==> config.mk <==
export PLATFORM = sky130hd
export DESIGN_NAME = mini68k_bus_ctrl
export DESIGN_NICKNAME = d
export VERILOG_FILES = /design/src/rtl/mini68k_bus_ctrl.sv
export SDC_FILE = /design/constraint.sdc
export NUM_CORES = 1
export LEC_CHECK = 0
export CORE_MARGIN = 2
export CORE_UTILIZATION = 50
export DETAILED_ROUTE_END_ITERATION = 16
export MAX_ROUTING_LAYER = met4
export PLACE_DENSITY = 0.95
export SLEW_MARGIN = 0
export SYNTH_ARGS = -nofsm -noshare
export SYNTH_HDL_FRONTEND = slang
export SYNTH_SLANG_ARGS = --single-unit
==> constraint.sdc <==
create_clock -name clk -period 5 [get_ports clk]
set_input_delay 1 -clock clk [delete_from_list [all_inputs] [get_ports clk]]
set_output_delay 1 -clock clk [all_outputs]
set_load 0.1 [all_outputs]
==> src/rtl/mini68k_bus_ctrl.sv <==
// Bus interface unit: turns single valid/ready core transfers into 68000-style
// AS/UDS/LDS/DTACK bus cycles, with DTACK timeout and BR/BG/BGACK arbitration.
module mini68k_bus_ctrl #(
    parameter int TIMEOUT = 64
) (
    input  logic        clk,
    input  logic        rst_n,
    input  logic        req_valid,
    output logic        req_ready,
    input  logic [23:0] req_addr,
    input  logic        req_we,
    input  logic [1:0]  req_be,
    input  logic [15:0] req_wdata,
    input  logic [2:0]  req_fc,
    output logic        rsp_valid,
    output logic [15:0] rsp_rdata,
    output logic        rsp_berr,
    output logic [23:0] addr,
    output logic [15:0] data_out,
    input  logic [15:0] data_in,
    output logic        data_oe,
    output logic        bus_oe,
    output logic        as_n,
    output logic        rw,
    output logic        uds_n,
    output logic        lds_n,
    output logic [2:0]  fc,
    input  logic        dtack_n,
    input  logic        br_n,
    input  logic        bgack_n,
    output logic        bg_n
);

    localparam int CNT_W = $clog2(TIMEOUT);
    localparam logic [CNT_W-1:0] CNT_LAST = CNT_W'(TIMEOUT - 1);

    typedef enum logic [2:0] {
        S_IDLE, S_ADDR, S_ASSERT, S_WAIT, S_END, S_RECOV, S_BG_WAIT, S_BG_HELD
    } state_t;

    state_t state_reg, state_next;

    // Two-flop synchronisers for the asynchronous bus inputs, idle-high.
    logic [2:0] async_in;
    logic [2:0] sync_s;
    assign async_in = {bgack_n, br_n, dtack_n};

    genvar gi;
    generate
        for (gi = 0; gi < 3; gi++) begin : g_sync
            logic s1_reg, s2_reg;
            always_ff @(posedge clk or negedge rst_n) begin
                if (!rst_n) begin
                    s1_reg <= 1'b1;
                    s2_reg <= 1'b1;
                end else begin
                    s1_reg <= async_in[gi];
                    s2_reg <= s1_reg;
                end
            end
            assign sync_s[gi] = s2_reg;
        end
    endgenerate

    logic dtack_s, br_s, bgack_s;
    assign dtack_s = sync_s[0];
    assign br_s    = sync_s[1];
    assign bgack_s = sync_s[2];

    logic [23:0]      addr_reg, addr_next;
    logic [2:0]       fc_reg, fc_next;
    logic             rw_reg, rw_next;
    logic             we_reg, we_next;
    logic [1:0]       be_reg, be_next;
    logic [15:0]      data_out_reg, data_out_next;
    logic             data_oe_reg, data_oe_next;
    logic             as_n_reg, as_n_next;
    logic             uds_n_reg, uds_n_next;
    logic             lds_n_reg, lds_n_next;
    logic [CNT_W-1:0] cnt_reg, cnt_next;
    logic [15:0]      rdata_lat_reg, rdata_lat_next;
    logic             berr_lat_reg, berr_lat_next;
    logic             rsp_valid_reg, rsp_valid_next;
    logic             rsp_berr_reg, rsp_berr_next;
    logic [15:0]      rsp_rdata_reg, rsp_rdata_next;

    // Bus outputs are registered and change on state transitions, so strobes
    // take effect on entry to ASSERT and release on the way out of END.
    always_comb begin
        state_next     = state_reg;
        addr_next      = addr_reg;
        fc_next        = fc_reg;
        rw_next        = rw_reg;
        we_next        = we_reg;
        be_next        = be_reg;
        data_out_next  = data_out_reg;
        data_oe_next   = data_oe_reg;
        as_n_next      = as_n_reg;
        uds_n_next     = uds_n_reg;
        lds_n_next     = lds_n_reg;
        cnt_next       = cnt_reg;
        rdata_lat_next = rdata_lat_reg;
        berr_lat_next  = berr_lat_reg;
        rsp_valid_next = 1'b0;
        rsp_berr_next  = 1'b0;
        rsp_rdata_next = 16'h0000;

        case (state_reg)
            S_IDLE: begin
                if (!br_s) begin
                    state_next = S_BG_WAIT;
                end else if (req_valid) begin
                    if (req_be == 2'b00) begin
                        // Nothing to strobe: answer with a bus error, no bus cycle.
                        rsp_valid_next = 1'b1;
                        rsp_berr_next  = 1'b1;
                    end else begin
                        addr_next     = req_addr & 24'hFFFFFE;
                        fc_next       = req_fc;
                        rw_next       = ~req_we;
                        we_next       = req_we;
                        be_next       = req_be;
                        data_out_next = req_wdata;
                        data_oe_next  = req_we;
                        state_next    = S_ADDR;
                    end
                end
            end
            S_ADDR: begin
                as_n_next  = 1'b0;
                uds_n_next = ~be_reg[1];
                lds_n_next = ~be_reg[0];
                cnt_next   = '0;
                state_next = S_ASSERT;
            end
            S_ASSERT: begin
                state_next = S_WAIT;
            end
            S_WAIT: begin
                if (!dtack_s) begin
                    rdata_lat_next = we_reg ? 16'h0000 : data_in;
                    berr_lat_next  = 1'b0;
                    state_next     = S_END;
                end else if (cnt_reg == CNT_LAST) begin
                    rdata_lat_next = 16'h0000;
                    berr_lat_next  = 1'b1;
                    state_next     = S_END;
                end else if (cnt_reg != '1) begin
                    cnt_next = cnt_reg + CNT_W'(1);
                end
            end
            S_END: begin
                as_n_next      = 1'b1;
                uds_n_next     = 1'b1;
                lds_n_next     = 1'b1;
                rw_next        = 1'b1;
                data_oe_next   = 1'b0;
                rsp_valid_next = 1'b1;
                rsp_berr_next  = berr_lat_reg;
                rsp_rdata_next = rdata_lat_reg;
                state_next     = S_RECOV;
            end
            S_RECOV: begin
                // A slave that never answered will not release DTACK either.
                if (berr_lat_reg || dtack_s) begin
                    state_next = S_IDLE;
                end
            end
            S_BG_WAIT: begin
                if (!bgack_s) begin
                    state_next = S_BG_HELD;
                end else if (br_s) begin
                    state_next = S_IDLE;
                end
            end
            S_BG_HELD: begin
                data_oe_next = 1'b0;
                if (bgack_s) begin
                    state_next = S_IDLE;
                end
            end
            default: begin
                state_next = S_IDLE;
            end
        endcase
    end

    always_ff @(posedge clk or negedge rst_n) begin
        if (!rst_n) begin
            state_reg     <= S_IDLE;
            addr_reg      <= 24'h000000;
            fc_reg        <= 3'b000;
            rw_reg        <= 1'b1;
            we_reg        <= 1'b0;
            be_reg        <= 2'b00;
            data_out_reg  <= 16'h0000;
            data_oe_reg   <= 1'b0;
            as_n_reg      <= 1'b1;
            uds_n_reg     <= 1'b1;
            lds_n_reg     <= 1'b1;
            cnt_reg       <= '0;
            rdata_lat_reg <= 16'h0000;
            berr_lat_reg  <= 1'b0;
            rsp_valid_reg <= 1'b0;
            rsp_berr_reg  <= 1'b0;
            rsp_rdata_reg <= 16'h0000;
        end else begin
            state_reg     <= state_next;
            addr_reg      <= addr_next;
            fc_reg        <= fc_next;
            rw_reg        <= rw_next;
            we_reg        <= we_next;
            be_reg        <= be_next;
            data_out_reg  <= data_out_next;
            data_oe_reg   <= data_oe_next;
            as_n_reg      <= as_n_next;
            uds_n_reg     <= uds_n_next;
            lds_n_reg     <= lds_n_next;
            cnt_reg       <= cnt_next;
            rdata_lat_reg <= rdata_lat_next;
            berr_lat_reg  <= berr_lat_next;
            rsp_valid_reg <= rsp_valid_next;
            rsp_berr_reg  <= rsp_berr_next;
            rsp_rdata_reg <= rsp_rdata_next;
        end
    end

    assign req_ready = rst_n && (state_reg == S_IDLE) && br_s;
    assign rsp_valid = rsp_valid_reg;
    assign rsp_berr  = rsp_berr_reg;
    assign rsp_rdata = rsp_rdata_reg;
    assign addr      = addr_reg;
    assign fc        = fc_reg;
    assign rw        = rw_reg;
    assign data_out  = data_out_reg;
    assign data_oe   = data_oe_reg;
    assign as_n      = as_n_reg;
    assign uds_n     = uds_n_reg;
    assign lds_n     = lds_n_reg;
    assign bus_oe    = (state_reg != S_BG_HELD);
    assign bg_n      = (state_reg != S_BG_WAIT);

endmodule
==> results of run 1 <==
per-layer routing:
metal,vias to the layer above,global-route usage (%)
met2,110,36.8
met5,-,-
met1,1416,25.6
met4,0,7.28
li1,1351,-
met3,10,5.28
synthesized netlist by cell type, types with 2 or more instances:
cell type and instances:
buf_12 4, nor2_1 12, o22a_1 2, mux2i_1 16, a21oi_1 9, nand2_1 30, nor3_1 2, a22o_1 7
nor2b_4 2, dfstp_2 10, nand2b_1 2, a31oi_1 2, nand3_1 7, clkbuf_1 9, buf_4 2, mux2_4 39
buf_2 2, o21ai_0 9, dfrtp_1 90, inv_1 18, buf_6 3, and3_1 20, mux2_2 6
worst reg2reg max path: cells and delay by family (launching register included):
kind / cells / cell delay, ns
buffers and inverters: 2 / 0.61
multiplexers: 1 / 0.36
flip-flops: 1 / 0.61
AND/OR/NAND/NOR: 3 / 1.28
layout make-up:
type / instances / share of cell area, %
clock buffer: 10 / 2.21
clock inverter: 5 / 1.06
inverter: 19 / 1.23
multi-input combinational: 182 / 26.1
sequential: 100 / 43.5
tap: 105 / 2.27
timing repair buffer: 138 / 23.6
through the flow:
| stage | util, % | hold WS [ns] |
|---|---|---|
| 3_5_place_dp | 67.7 | 0.347 |
| 6_report | 70.0 | 0.359 |
| 4_1_cts | 70.0 | 0.359 |
| 3_3_place_gp | 67.7 | 0.347 |
| 2_1_floorplan | - | 0.345 |
| 5_1_grt | 70.0 | 0.361 |
worst paths after layout:
kind / from / endpoint / slack (ns) / depth (start not counted)
max: state_reg[2]$_DFFE_PN0P_ / bus_oe / 1.45 / 2
min reg2reg: g_sync[0].s1_reg$_DFF_PN1_ / dtack_s$_DFF_PN1_ / 0.36 / 0
min: g_sync[0].s1_reg$_DFF_PN1_ / dtack_s$_DFF_PN1_ / 0.36 / 0
max reg2reg: state_reg[1]$_DFFE_PN0P_ / addr[13]$_DFFE_PN0P_ / 2.04 / 6
min in group asynchronous: rst_n / data_out[2]$_DFFE_PN0P_ / 0.53 / 1
max in group asynchronous: rst_n / rsp_rdata[8]$_DFF_PN0_ / 3.24 / 2
cells by family (layout without fill, tap and decap cells):
| kind of cell | after synthesis | after routing | synth area share (%) |
|---|---|---|---|
| compound gates | 40 | 40 | 6.51 |
| fa+ha+maj | 1 | 1 | 0.293 |
| buf+inv | 39 | 172 | 5.71 |
| flops | 100 | 100 | 58.9 |
| mux | 61 | 61 | 19.1 |
| other cells | 1 | 1 | 0.0878 |
| simple gates | 79 | 79 | 9.44 |
cell usage in the layout, fill, tap and decap left out, types with 2 or more instances in the layout:
master	netlist	final
and3_1	20	20
a22o_1	7	7
inv_1	18	18
nor3_1	2	2
mux2_4	39	39
clkbuf_8	0	9
mux2_2	6	6
a31oi_1	2	2
clkinvlp_4	0	3
clkdlybuf4s50_1	0	132
dfstp_2	10	10
nand3_1	7	7
nand2b_1	2	2
o21ai_0	9	9
nor2b_4	2	2
nor2_1	12	12
nand2_1	30	30
mux2i_1	16	16
dfrtp_1	90	90
o22a_1	2	2
buf_4	2	6
a21oi_1	9	9
==> metrics, run 1 <==
Max FO, Critical Path=30; Tot GR Track Use=21.7%; area leader, netlist=dfrtp_1; number of enable flip-flop cells after synthesis=0; Yosys warnings=0; post-route ant nets=0; via count=2887; Buffers on Ports=134; CP endpoint kind=output port; measured slew at the worst slew-check pin=1.11 ns; Initial Utilization=51.7%; CTS Buf Count=9; Primary FF master, synth=dfrtp_1; final hold vios=0; Max clock buf depth=2; hpwl dp=7080 um; die width=96.4 um; placed cell area=5590 um2; period utilization=71.1%; startpoint types=register; sequential share of the synthesized area=58.9%; CTS tree=built; Final #Nets=519; clock sink total=100; vias in the first global route=2947; clock skew=0.0110 ns; crit-path max cell delay=1.03 ns; CP delay by family, top=buffers and inverters; Syn Inst Count=321; drt wl/cell=17.4 um; multi-input logic area=1510 um2; maximum capacitance violations=0; clk_lat worst skew=0.35 ns; register area=2510 um2; initial antenna violation count=0; Core Rows=33; Resize count post-CTS=0; clock root buffer=clkbuf_8; Worst Path Buf+Inv=1; first-pass GRT wire length=14700 um; clock transition at the registers of the reported paths=0.09 ns; WL met2=5000 um; final WL=9720 um; DR vias/cell=5.16; hold buffer count at cts=0; Worst Hold Class=reg -> reg; mapped cell area=4270 um2; ant diodes=0; register bit count reported by yosys=100; syn_nets=390; Final Cell Area=5780 um2; Yosys top cell area share=52.8%; met1 WL=3890 um; post-synth cell types=41; fmax=281 MHz; uppermost layer routed=met4; CP required=4.00 ns; slew margin rel.=25.5%; setup slack at placement=1.62 ns; DRT iter0 DRCs=125; Async SR Flop Fraction=100%; fraction of layout cells with a size suffix above 1=18.1%; synthesis-to-finish area growth=35.5%; Final Setup Violations=0; crit path DAT=2.55 ns; Die Y=96.4 um; Syn Area/Cell=13.3 um2; crit path kind=reg -> out; Crit-path slowest cell=clkdlybuf4s50_1; run status=finished clean; pin count of the biggest net entering global routing=76; RSZ-0062 raised after global routing=false; grt ovf=0; number of remaining DRC errors=0; die area=9290 um2; I/O pin cnt=137; min setup slack post-route=1.45 ns; Placer Congestion=0.870; DR WL met3=739 um; top post-synthesis cells by area=dfrtp_1, mux2_4, dfstp_2; DRT Pass-1 Iters=4; non-filler instance count after layout=559; max-slew violation count=0; core area=8260 um2; post-placement cell count=544; CTS H-tree lvls=3; min cycle time layout=3.55 ns; CP Cell Sequence=nand3_1, clkdlybuf4s50_1; filler cell count=598; Setup TNS=0 ns; max reg flops=23; Post-CTS Setup Inserts=0
Power of run 1 is left out: the tool's default activity adds up to more than one toggle a clock period on the data nets, which glitch-free logic cannot reach.
==> inputs of run 2 (changes only) <==
--- a/config.mk
+++ b/config.mk
@@ -6,10 +6,10 @@
 export NUM_CORES = 1
 export LEC_CHECK = 0
 export CORE_MARGIN = 2
-export CORE_UTILIZATION = 50
+export CORE_UTILIZATION = 46
 export DETAILED_ROUTE_END_ITERATION = 16
 export MAX_ROUTING_LAYER = met4
-export PLACE_DENSITY = 0.95
+export PLACE_DENSITY = 0.89
 export SLEW_MARGIN = 0
 export SYNTH_ARGS = -nofsm -noshare
 export SYNTH_HDL_FRONTEND = slang
==> constraint.sdc (replaced) <==
create_clock -name clk -period 3.4 [get_ports clk]
set_input_delay 0.68 -clock clk [delete_from_list [all_inputs] [get_ports clk]]
set_output_delay 0.68 -clock clk [all_outputs]
set_load 0.1 [all_outputs]
==> run 2 against run 1 <==
Compared with the run above: clock skew decreased by 0.0016 ns; global-route usage decreased by 1.2 points; count of clock-buffer cells in the layout shrank 1; critical path type unchanged.
==> metrics, run 2 (synthesis results as in run 1) <==
Worst Path Buf+Inv=1 (unchanged); Max clock buf depth=2 (unchanged); RSZ-0062 raised after global routing=false (unchanged); pin count of the biggest net entering global routing=66 (was 76); run status=finished clean (unchanged); CP required=2.72 ns (was 4.00 ns); slew margin rel.=26.2% (was 25.5%); register area=2510 um2 (unchanged); period utilization=76.1%; DRT Pass-1 Iters=4 (unchanged); CP Cell Sequence=clkdlybuf4s50_1 (was nand3_1, clkdlybuf4s50_1); max reg flops=23 (unchanged); worst r2r src=state_reg[2]$_DFFE_PN0P_ (was state_reg[1]$_DFFE_PN0P_); first-pass GRT wire length=15500 um (was 14700 um); clock skew=0.00943 ns (was 0.0110 ns); drt wl/cell=17.1 um (was 17.4 um); DR vias/cell=5.14 (was 5.16); crit path kind=reg -> out (unchanged); fraction of layout cells with a size suffix above 1=22.0% (was 18.1%); CP endpoint kind=output port (unchanged); die width=100 um (was 96.4 um); CP delay by family, top=buffers and inverters (unchanged); Final Setup Violations=0 (unchanged); highest-count cells in the layout ignoring fill and taps=clkdlybuf4s50_1, dfrtp_1, mux2_4 (unchanged); DRT iter0 DRCs=159 (was 125); clock transition at the registers of the reported paths=0.10 ns (was 0.09 ns); CTS Buf Count=9 (unchanged); maximum capacitance violations=0 (unchanged); initial antenna violation count=0 (unchanged); CTS H-tree lvls=3 (unchanged); Setup TNS=0 ns (unchanged); Crit-path slowest cell=clkdlybuf4s50_1 (unchanged); I/O pin cnt=137 (unchanged); Worst Hold Class=in -> async (was reg -> reg); CP Launch Point=addr[1]$_DFFE_PN0P_ (was state_reg[2]$_DFFE_PN0P_); via count=2912 (was 2887); hold buffer count at cts=0 (unchanged); Placer Congestion=0.765 (was 0.870); crit-path max cell delay=1.16 ns (was 1.03 ns); clock sink total=100 (unchanged); filler cell count=667 (was 598); min cycle time layout=2.59 ns; final hold vios=0 (unchanged); clock root buffer=clkbuf_8 (unchanged); Die Y=100 um (was 96.4 um); post-placement cell count=550 (was 544); post-route ant nets=0 (unchanged); crit path DAT=1.91 ns (was 2.55 ns); die area=10100 um2 (was 9290 um2); startpoint types=register (unchanged); grt ovf=0 (unchanged); synthesis-to-finish area growth=35.7% (was 35.5%); measured slew at the worst slew-check pin=1.10 ns (was 1.11 ns); non-filler instance count after layout=566 (was 559); Max FO, Critical Path=2 (was 30); hpwl dp=7120 um (was 7080 um); Post-CTS Setup Inserts=0 (unchanged); fmax=387 MHz; Core Rows=35 (was 33); clk_lat worst skew=0.35 ns (about the same); multi-input logic area=1510 um2 (unchanged); ant diodes=0 (unchanged); number of remaining DRC errors=0 (unchanged); max-slew violation count=0 (unchanged); Buffers on Ports=134 (unchanged); core area=9110 um2 (was 8260 um2); Final Cell Area=5790 um2 (was 5780 um2); Final #Nets=519 (unchanged); commonest non-fill, non-tap cell in the layout=clkdlybuf4s50_1 (unchanged); CTS tree=built (unchanged); Resize count post-CTS=0 (unchanged); Initial Utilization=46.9% (was 51.7%); final WL=9700 um (was 9720 um); vias in the first global route=3011 (was 2947); Tot GR Track Use=20.5% (was 21.7%); placed cell area=5590 um2 (about the same)
-- run 2: metrics by stage --
| step | hold WS [ns] | setup slack (ns) | utilization, % |
|---|---|---|---|
| final | 0.277 | 0.814 | 63.6 |
| after floorplan | 0.345 | 1.06 | - |
| after global placement | 0.347 | 0.982 | 61.3 |
| after global routing | 0.298 | 0.725 | 63.6 |
| after detailed placement | 0.347 | 0.857 | 61.3 |
| after CTS | 0.274 | 0.789 | 63.6 |
-- run 2: area by class of cell --
type	instances	area share (%)
well taps	111	2.40
multi-input cells	182	26.1
clock inverters	7	1.43
clock buffers	9	2.14
flip-flops and latches	100	43.4
repair buffers	138	23.3
inverters	19	1.23
-- run 2: final timing paths --
path / end / cells past startpoint / slack, ns
max in group asynchronous: rsp_rdata[1]$_DFF_PN0_ / 2 / 1.95
max: addr[1] / 1 / 0.81
max reg2reg: rdata_lat_reg[7]$_DFFE_PN0P_ / 3 / 1.02
min reg2reg: dtack_s$_DFF_PN1_ / 0 / 0.36
min in group clk: dtack_s$_DFF_PN1_ / 0 / 0.36
min: addr[4]$_DFFE_PN0P_ / 1 / 0.28
-- run 2: routing by layer --
metal  part of all wire (%)  global-route usage [%]
met1                     40                    24.9
met2                     52                    35.0
met3                    7.0                    4.39
met4                   0.96                    5.27
met5                      0                       -
Power of run 2 is left out for the same reason.
==> inputs of run 3 (changes only) <==
==> constraint.sdc (replaced) <==
create_clock -name clk -period 2.55 [get_ports clk]
set_input_delay 0.51 -clock clk [delete_from_list [all_inputs] [get_ports clk]]
set_output_delay 0.51 -clock clk [all_outputs]
set_load 0.1 [all_outputs]
==> run 3 against run 2 <==
Compared with the run above: global-route usage fell by 0.69 points; hold slack got worse by 0.24 ns; worst setup slack got worse by 0.34 ns; first-iteration DRC count fell by 33%; flip-flop and latch count did not move; final area fell by 1.5%; non-clock buffer count rose by 4; utilization fell by 0.93 points; clock skew rose by 0.0056 ns; count of clock-buffer cells in the layout rose by 2; die area did not move; critical path depth rose by 4; largest cell class unchanged.
==> metrics, run 3 (synthesis results as in run 1) <==
run status=finished clean (unchanged); die area=10100 um2 (unchanged); Max FO, Critical Path=44 (was 2); Setup TNS=0 ns (unchanged); crit path DAT=2.32 ns (was 1.91 ns); non-filler instance count after layout=570 (was 566); startpoint types=register (unchanged); Core Rows=35 (unchanged); DR vias/cell=5.12 (was 5.14); first-pass GRT wire length=15000 um (was 15500 um); synthesis-to-finish area growth=33.7% (was 35.7%); Max clock buf depth=2 (unchanged); fmax=482 MHz; fraction of layout cells with a size suffix above 1=33.8% (was 22.0%); Final #Nets=523 (was 519); initial antenna violation count=0 (unchanged); CTS H-tree lvls=3 (unchanged); clock transition at the registers of the reported paths=0.09 ns (was 0.10 ns); Final Setup Violations=0 (unchanged); DRT iter0 DRCs=106 (was 159); tightest hold margin=0.0382 ns (was 0.277 ns); Tot GR Track Use=19.8% (was 20.5%); CTS tree=built (unchanged); post-route ant nets=0 (unchanged); clock sink total=100 (unchanged); post-placement cell count=554 (was 550); commonest non-fill, non-tap cell in the layout=dfrtp_1 (was clkdlybuf4s50_1); max reg flops=23 (unchanged); max-slew violation count=0 (unchanged); highest-count cells in the layout ignoring fill and taps=dfrtp_1, buf_4, clkdlybuf4s50_1 (was clkdlybuf4s50_1, dfrtp_1, mux2_4); Placer Congestion=0.779 (was 0.765); core area=9110 um2 (unchanged); clock root buffer=clkbuf_8 (unchanged); ant diodes=0 (unchanged); Resize count post-CTS=0 (unchanged); Post-CTS Setup Inserts=0 (unchanged); CP endpoint kind=register (was output port); RSZ-0062 raised after global routing=false (unchanged); register area=2510 um2 (unchanged); CTS Buf Count=9 (unchanged); Die Y=100 um (unchanged); Worst Hold Class=in -> async (unchanged); hold buffer count at cts=0 (unchanged); crit path kind=reg -> reg (was reg -> out); drt wl/cell=16.6 um (was 17.1 um); final WL=9470 um (was 9700 um); via count=2916 (was 2912); final hold vios=0 (unchanged); clock skew=0.0150 ns (was 0.00943 ns); period utilization=81.3%; pin count of the biggest net entering global routing=54 (was 66); measured slew at the worst slew-check pin=0.995 ns (was 1.10 ns); hpwl dp=6830 um (was 7120 um); Buffers on Ports=134 (unchanged); maximum capacitance violations=0 (unchanged); clk_lat worst skew=0.36 ns (was 0.35 ns); vias in the first global route=2984 (was 3011); CP required=2.79 ns (was 2.72 ns); r2r setup slk=0.48 ns (was 1.02 ns); die width=100 um (unchanged); Initial Utilization=46.9% (unchanged); DRT Pass-1 Iters=4 (unchanged); filler cell count=693 (was 667); slew margin rel.=33.4% (was 26.2%); I/O pin cnt=137 (unchanged); grt ovf=0 (unchanged); multi-input logic area=1510 um2 (unchanged); min cycle time layout=2.07 ns; number of remaining DRC errors=0 (unchanged)
## run 3: critical path, stage by stage, from the launching register on
cell and delay, ns:
dfstp_2 0.60, nor2b_4 0.18, and3_1 0.29, nor2b_4 0.21
buf_12 0.31, mux2_2 0.38
## run 3: final timing paths
path / start / end / cells after the start
hold reg to reg: g_sync[2].s1_reg$_DFF_PN1_ / bgack_s$_DFF_PN1_ / 0
max in group asynchronous: rst_n / addr[11]$_DFFE_PN0P_ / 2
hold / removal: rst_n / cnt_reg[4]$_DFFE_PN0P_ / 1
setup reg to reg: br_s$_DFF_PN1_ / addr[13]$_DFFE_PN0P_ / 5
min in group clk: g_sync[2].s1_reg$_DFF_PN1_ / bgack_s$_DFF_PN1_ / 0
setup / recovery: br_s$_DFF_PN1_ / addr[13]$_DFFE_PN0P_ / 5
## run 3: final cells by class
| cell class | instances | area share [%] |
|---|---|---|
| Sequential cell | 100 | 44.1 |
| Multi-Input combinational cell | 182 | 26.5 |
| Timing Repair Buffer | 142 | 22.4 |
| Clock buffer | 11 | 2.65 |
| Tap cell | 111 | 2.43 |
| Inverter | 19 | 1.25 |
| Clock inverter | 5 | 0.745 |
## run 3: metal layers
layer	global-route usage [%]	routed length (um)	vias to the layer above	part of all wire, %
met2	32.9	4700	106	50
met5	-	0	-	0
met3	5.01	724	12	7.6
li1	-	-	1360	-
met4	7.69	174	0	1.8
met1	23.2	3880	1438	41
## run 3: through the flow
| stage | utilization [%] | setup slack [ns] | area, um2 |
|---|---|---|---|
| after detailed placement | 60.5 | 0.268 | 5510 |
| after global placement | 60.5 | 0.293 | 5510 |
| after floorplan | - | 0.381 | 4270 |
| final | 62.7 | 0.477 | 5710 |
| after CTS | 62.7 | 0.482 | 5710 |
| after global routing | 62.7 | 0.373 | 5710 |
Power of run 3 is left out for the same reason.
